[config.mk]
export PLATFORM = sky130hd
export DESIGN_NAME = iterative_shifter
export DESIGN_NICKNAME = d
export VERILOG_FILES = /design/src/rtl/iterative_shifter.sv
export SDC_FILE = /design/constraint.sdc
export NUM_CORES = 1
export LEC_CHECK = 0
export ABC_CLOCK_PERIOD_IN_PS = 2800
export BUFFER_PORTS_ARGS = -buffer_cell sky130_fd_sc_hd__buf_2
export CAP_MARGIN = 25
export CORE_AREA = 2 2 103 55
export DETAILED_ROUTE_END_ITERATION = 10
export DIE_AREA = 0 0 105 57
export GPL_TIMING_DRIVEN = 0
export PLACE_DENSITY_LB_ADDON = 0.1
export SYNTH_ARGS = -nofsm -noshare
export SYNTH_HDL_FRONTEND = slang
export SYNTH_SLANG_ARGS = --single-unit
[constraint.sdc]
create_clock -name clk -period 2.8 [get_ports clk]
set_clock_uncertainty 0.15 [all_clocks]
set_input_delay 0.56 -clock clk [delete_from_list [all_inputs] [get_ports clk]]
set_output_delay 0.56 -clock clk [all_outputs]
set_load 0.03 [all_outputs]
[src/rtl/iterative_shifter.sv]
// iterative_shifter: multi-cycle SLL/SRL/SRA unit that shifts by up to STEP
// bit positions per clock. It takes requests over a Start/Ready handshake and
// returns results over a Valid/ResultReady handshake. Busy stalls the
// execute stage while the operand is being shifted.
module iterative_shifter #(
  parameter int DATA_WIDTH    = 32,
  parameter int OPCODE_LENGTH = 4,
  parameter int STEP          = 1
) (
  input  logic                          clk,
  input  logic                          reset,
  input  logic                          Start,
  output logic                          Ready,
  input  logic [DATA_WIDTH-1:0]         SrcA,
  input  logic [$clog2(DATA_WIDTH)-1:0] Shamt,
  input  logic [OPCODE_LENGTH-1:0]      Operation,
  output logic                          Busy,
  output logic                          Valid,
  input  logic                          ResultReady,
  output logic [DATA_WIDTH-1:0]         Rd,
  output logic                          IllegalOp
);

  localparam int SW = $clog2(DATA_WIDTH);

  // The remaining count never exceeds DATA_WIDTH-1, so a STEP larger than
  // that behaves like DATA_WIDTH-1 and still fits in the remaining-count width.
  localparam int            STEP_CLAMP = (STEP > DATA_WIDTH - 1) ? DATA_WIDTH - 1 : STEP;
  localparam logic [SW-1:0] STEP_V     = SW'(STEP_CLAMP);

  // Opcodes shared with the ALU.
  localparam logic [OPCODE_LENGTH-1:0] OP_SLL = OPCODE_LENGTH'(4'b0100);
  localparam logic [OPCODE_LENGTH-1:0] OP_SRL = OPCODE_LENGTH'(4'b0101);
  localparam logic [OPCODE_LENGTH-1:0] OP_SRA = OPCODE_LENGTH'(4'b1011);

  typedef enum logic [1:0] {
    IDLE  = 2'd0,
    SHIFT = 2'd1,
    DONE  = 2'd2
  } state_t;

  state_t                   state_q, state_d;
  logic [DATA_WIDTH-1:0]    acc_q;
  logic [SW-1:0]            rem_q;
  logic [OPCODE_LENGTH-1:0] op_q;
  logic                     illegal_q;

  logic                     accept;
  logic                     op_legal;
  logic [SW-1:0]            step_amt;
  logic [DATA_WIDTH-1:0]    acc_shifted;

  assign accept   = Start && (state_q == IDLE);
  assign op_legal = (Operation == OP_SLL) || (Operation == OP_SRL) || (Operation == OP_SRA);
  assign step_amt = (rem_q > STEP_V) ? STEP_V : rem_q;

  // One shift step of the accumulator, by min(remaining, STEP) positions.
  // NOTE: every output of an always_comb gets a default first so that no
  // path leaves it unassigned, which would otherwise infer a latch.
  always_comb begin
    acc_shifted = acc_q;
    case (op_q)
      OP_SLL:  acc_shifted = acc_q << step_amt;
      OP_SRL:  acc_shifted = acc_q >> step_amt;
      // An arithmetic shift keeps the MSB in place, so the sign captured at
      // accept keeps filling from the top on every step.
      OP_SRA:  acc_shifted = $signed(acc_q) >>> step_amt;
      default: acc_shifted = acc_q;
    endcase
  end

  // State register; reset aborts any transaction in flight.
  // NOTE: sequential state uses non-blocking assignments so that every
  // register samples the values from before the edge, in whatever order the
  // blocks are evaluated.
  always_ff @(posedge clk or posedge reset) begin
    if (reset) state_q <= IDLE;
    else       state_q <= state_d;
  end

  // Next-state logic.
  always_comb begin
    state_d = state_q;
    case (state_q)
      IDLE: begin
        if (accept) state_d = ((Shamt == '0) || !op_legal) ? DONE : SHIFT;
      end
      SHIFT: begin
        if (rem_q == step_amt) state_d = DONE;
      end
      DONE: begin
        if (ResultReady) state_d = IDLE;
      end
      default: state_d = IDLE;
    endcase
  end

  // Handshake outputs decoded from the state, so they are one-hot.
  always_comb begin
    Ready = 1'b0;
    Busy  = 1'b0;
    Valid = 1'b0;
    case (state_q)
      IDLE:    Ready = 1'b1;
      SHIFT:   Busy  = 1'b1;
      DONE:    Valid = 1'b1;
      default: Ready = 1'b0;
    endcase
  end

  // Datapath: capture the operands on accept and step the accumulator in SHIFT.
  // NOTE: the datapath registers are reset as well, because Rd and IllegalOp
  // must read as zero straight after reset, not only after the first accept.
  always_ff @(posedge clk or posedge reset) begin
    if (reset) begin
      acc_q     <= '0;
      rem_q     <= '0;
      op_q      <= '0;
      illegal_q <= 1'b0;
    end else begin
      case (state_q)
        IDLE: begin
          if (Start) begin
            acc_q     <= SrcA;
            rem_q     <= Shamt;
            op_q      <= Operation;
            illegal_q <= !op_legal;
          end
        end
        SHIFT: begin
          acc_q <= acc_shifted;
          rem_q <= rem_q - step_amt;
        end
        default: begin
          acc_q <= acc_q;
        end
      endcase
    end
  end

  assign Rd        = acc_q;
  assign IllegalOp = illegal_q;

endmodule

Yosys cells after proc, flatten, opt, wreduce, memory -nomap -nowiden --
Cells that the tools add are included.
Storage, ports and cells: flip-flop bits (word level) 44, input bits 45, output and inout bits 36, word-level logic and storage cells 50
Cells by class: shifts and indexed selects 3, reductions and logical operators 12, $lt $le $gt $ge 1, muxes and demuxes 14, eq/ne operators 14, add/subtract/negate cells 1
Operators by type and width (count):
- one-hot mux 32 bit (3 select lines) | 1
- one-hot mux 32 bit (2 select lines) | 1
- 2-to-1 mux 32 bit | 1
- left shift 32 x 5 -> 32 bit | 1
- >> shifter 32 x 5 -> 32 bit | 1
- >>> shifter 32 x 5 -> 32 bit | 1
- == test 4 x 3 -> 1 bit, second input constant | 4
- 2-to-1 mux 5 bit | 2
- one-hot mux 5 bit (2 select lines) | 1
- == test 4 bit, second input constant | 2
- 2-to-1 mux 2 bit | 4
- inequality test 2 bit, second input constant | 4
- one-hot mux 2 bit (3 select lines) | 1
- AND reduction 3 bit | 2
- == test 5 bit | 1
- > comparator 5 x 1 -> 1 bit, second input constant | 1
- zero test 5 bit | 1
- subtractor 5 bit | 1
- inequality test 4 x 1 -> 1 bit, second input constant | 1
- AND reduction 2 bit | 2
- logical OR 1 bit | 3
- 2-to-1 mux 1 bit | 3
- == test 2 x 1 -> 1 bit, second input constant | 1
- == test 2 bit, second input constant | 1
- 4 further kinds | 4

Longest topological paths before layout --
depth after elaboration 8, depth in mapped cells 7, mapped depth without buffers 7

Worst setup path after synthesis --
Ideal clock, no wire load.
kind reg-to-output, start point reg state_q[1], end point out Busy, stages on the path, launching flop included 5, setup slack 0.613 ns, data required time 2.090 ns, arrival 1.477 ns, path buffers 3, cells stage by stage dfrtp_1 > clkbuf_1 > and2b_4 > buf_2 > buf_1
On the way: word-level cells in the longest chain between the ends 2
Ends and longest elaborated chain:
- start, declared | RTL line 42 | state_t state_q, state_d;
- start signal, assigned | RTL line 78 | else state_q <= state_d;
- == test 2 x 1 -> 1 bit | RTL line 103 | case (state_q)
- 2-to-1 mux 1 bit | RTL line 103
- end, declared | RTL line 17 | output logic Busy,
No other way between the ends.

Worst setup path after layout --
Same ends and word-level chain as after synthesis.

==> impl_metrics.csv <==
group,metric,value,unit
outcome,status,"finished clean",
sta,finalHoldViolCount,0,
job,maxCapViolations,0,
logic_synthesis,sequential_cell_area_fraction_in_the_yosys_report,44.0,%
power_and_ir_drop,power.clock.fraction,10.0,%
clock_tree,clkSinkCount,44,
logic_synthesis,synthArstFlopShare,100,%
die,chip_width,105,um
setup_path,cp_data_required_time,2.09,ns
place,numPortBuffers,80,
logic_synthesis,post_synth_and_or_nand_nor_area_fraction,9.04,%
routing,drt_wl_total,6670,um
global_route,grt_start_max_net_pins,33,
global_route,antenna_found_initial,0,
global_route,grt_use_total,23.6,%
sta,slew_headroom,65.2,%
logic_synthesis,netlist.top_cell.by_area,"sky130_fd_sc_hd__dfrtp_1",
power_and_ir_drop,seq_power_share,31.4,%
clock_tree,post_cts_hold_buffer_count,0,
logic_synthesis,synth_commonest_cells,"sky130_fd_sc_hd__dfrtp_1 (44), sky130_fd_sc_hd__mux2_2 (33), sky130_fd_sc_hd__o22ai_1 (31)",
finish,area.sequential,1100,um^2
min_path,hold_class,"in2async",
power_and_ir_drop,cellInternalPower,2.18,mW
logic_synthesis,yosys_most_used_dff,"sky130_fd_sc_hd__dfrtp_1",
finish,postLayoutCoreUtil,59.9,%
finish,nFillCells,485,
die,fp.dieH,57,um
global_route,global_route_wire_length_before_repair,11000,um
routing,drt-vias-per-instance,5.66,
logic_synthesis,synth_cells,230,
logic_synthesis,dominant_cells_by_area_after_synthesis,"sky130_fd_sc_hd__dfrtp_1 (44%), sky130_fd_sc_hd__mux2_2 (15%), sky130_fd_sc_hd__a2bb2oi_1 (10%), sky130_fd_sc_hd__o22ai_1 (7.7%), sky130_fd_sc_hd__nand2_1 (1.8%)",
sta,post-route-min-period,2.53,ns
power_and_ir_drop,p_leak,1.35,nW
logic_synthesis,synthesis.area,2500,um^2
routing,drt_iter0_drc,141,
power_and_ir_drop,vdd.ir_drop.worst,0.000659,V
place,placement.cell_area,3020,um^2
logic_synthesis,synth.area.mux_share,15.2,%
sta,fin_crit_sh,90.4,%
setup_path,path_cells,"clkbuf_1 > and2b_4 > buf_2 > buf_2",
logic_synthesis,synth_top_family_by_area,"compound AO/OA/AOI/OAI gates",
finish,layout-area-overhead-vs-synth,23.9,%
logic_synthesis,share_of_the_synthesized_area_in_the_top_cell_type,44.0,%
finish,multi_input_comb_area,1280,um^2
finish,final_nets,363,
setup_path,worst_setup_path_start_kind,"register",
clock_tree,htree_num_levels,2,
setup_path,critical-path-max-stage-delay,0.36,ns
logic_synthesis,cell_with_the_most_instances_after_synthesis,"sky130_fd_sc_hd__dfrtp_1",
logic_synthesis,postSynthNetCount,276,
sta,tightest_slew,0.518,ns
finish,antenna_cells_inserted,0,
logic_synthesis,ys_warn_count,0,
setup_path,timing.critical_path.fanout_max,19,
sta,rsz0062_at_grt,"false",
die,floorplan.die_area,5990,um^2
clock_tree,cts_tree,"yes",
logic_synthesis,unique_cell_type_count_in_the_yosys_netlist,45,
setup_path,worstSetupEndpointType,"output port",
global_route,grt.overflow.total,0,
power_and_ir_drop,power_frac_comb,58.5,%
finish,drive_above_1_share,45.0,%
power_and_ir_drop,p_switching,1.87,mW
place,dp_hpwl,5000,um
place,place.gp.congestion,0.859,
setup_path,timing.setup.critical_path_class,"reg2out",
place,placedCellCount,384,
global_route,grt_pass1_vias,2099,
logic_synthesis,post_synth_xor_area_fraction,0,%
clock_tree,clock_insertion_delay_worst_skew,0.30,ns
die,start_util,48.3,%
setup_path,critical-path-top-cell-by-count,"sky130_fd_sc_hd__buf_2",
sta,slew_viol_final,0,
setup_path,arrival,1.82,ns
clock_tree,cts-root-to-sink-buffers,2,
sta,fmaxAchievable,395,MHz
die,floorplan.core_area,5180,um^2
sta,final-setup-viol-count,0,
die,ioPinCount,81,
logic_synthesis,synthesis.area_per_instance,10.9,um^2
power_and_ir_drop,cellPowerDensity,1310,nW/um^2
setup_path,worst_path_max_delay_cell,"sky130_fd_sc_hd__dfrtp_1",
routing,post-route-drc-count,0,
clock_tree,cts.clk_slew.worst_paths,0.07,ns
logic_synthesis,compound_gate_portion_of_the_synthesized_area,26.4,%
routing,routed-via-count,2215,
finish,layoutNonFillerInstCount,391,
routing,route.detailed.wl_per_inst,17.1,um
routing,antenna_violating_nets_post_route,0,
clock_tree,tritoncts.num_buffers,5,
clock_tree,cts_root_buf,"sky130_fd_sc_hd__clkbuf_8",
logic_synthesis,synth-adder-area-share,0.500,%
routing,dr.pass1.iters,4,
finish,design_area,3100,um^2
logic_synthesis,synth_seq_cells,44,
sta,tns,0,ns
power_and_ir_drop,swShare,46.2,%
logic_synthesis,number_of_flops_mapped_to_enable_cells_by_yosys,0,
die,placement_rows,19,
[final timing paths]
kind                       startpoint        end  slack [ns]  depth (start not counted)
min reg2reg                 IllegalOp  IllegalOp        0.33                          2
max                        state_q[1]       Busy        0.27                          4
min in group clk            IllegalOp  IllegalOp        0.33                          2
min                             reset    op_q[1]        0.06                          2
max in group asynchronous       reset      Rd[1]        1.97                          3
max reg2reg                  rem_q[2]   rem_q[4]        0.49                          7
[cells in the final DEF, fill, tap and decap left out, types with 3 or more instances in the layout]
| master | instances |
|---|---|
| sky130_fd_sc_hd__a2bb2oi_1 | 30 |
| sky130_fd_sc_hd__a31oi_1 | 3 |
| sky130_fd_sc_hd__buf_2 | 88 |
| sky130_fd_sc_hd__buf_6 | 3 |
| sky130_fd_sc_hd__clkbuf_1 | 8 |
| sky130_fd_sc_hd__clkbuf_8 | 6 |
| sky130_fd_sc_hd__dfrtp_1 | 44 |
| sky130_fd_sc_hd__inv_1 | 4 |
| sky130_fd_sc_hd__mux2_2 | 33 |
| sky130_fd_sc_hd__nand2_1 | 12 |
| sky130_fd_sc_hd__nor2_1 | 7 |
| sky130_fd_sc_hd__nor2b_1 | 3 |
| sky130_fd_sc_hd__nor3_1 | 3 |
| sky130_fd_sc_hd__o21ai_0 | 6 |
| sky130_fd_sc_hd__o22ai_1 | 31 |
[layer usage]
metal  vias to the layer above  GRT usage, %  part of all wire (%)
met3                         8          5.83                   6.9
met1                      1057          39.4                    54
met5                         -             0                     0
met2                        77          30.0                    38
li1                       1073             -                     -
met4                         0          4.76                  0.76
[state kept, by name (all words and copies together), names as in the netlist]
name,flops
Rd,32
rem_q,5
op_q,4
state_q,2
IllegalOp,1
[cell families after synthesis]
logic type	count (synthesis)
muxes	34
and+or+nand+nor	40
DFF	44
adders and majority gates	1
AOI/OAI and AO/OA	87
buffers and inverters	24
[layout make-up]
class,count,share of cell area (%)
sequential,44,35.5
buffer,17,3.10
inverter,6,0.726
multi-input combinational,162,41.3
tap,73,2.94
timing repair buffer,81,13.5
clock buffer,8,2.90
[stage by stage]
step                      total power, mW  worst slack (ns)  hold WS [ns]
after floorplan                      3.01             0.613         0.336
after global placement               3.61             0.309         0.310
after detailed placement             3.65             0.273         0.322
after CTS                            4.06             0.261        0.0602
after global routing                 4.33             0.191        0.0731
final                                4.06             0.269        0.0616
[power groups by stage]
stage / sequential [mW] / clock [mW] / combinational (mW)
2_1_floorplan: 1.65 / 0 / 1.36
3_3_place_gp: 1.27 / 0 / 2.35
3_5_place_dp: 1.28 / 0 / 2.37
4_1_cts: 1.27 / 0.419 / 2.38
5_1_grt: 1.32 / 0.454 / 2.55
6_report: 1.27 / 0.407 / 2.37
[timing repair]
item,4_1_cts,5_1_grt
resized for setup,0,0
endpoints found under the hold margin,0,0
setup endpoints to repair,1,0
setup buffers,0,0
[worst max-delay path: cells and delay by family, from the launching register on]
family                 cells  cell delay (ns)
flip-flops                 1             0.36
buffers and inverters      3             0.81
AND/OR/NAND/NOR            1             0.36
Note: power is estimated with default switching activity, not from simulation.
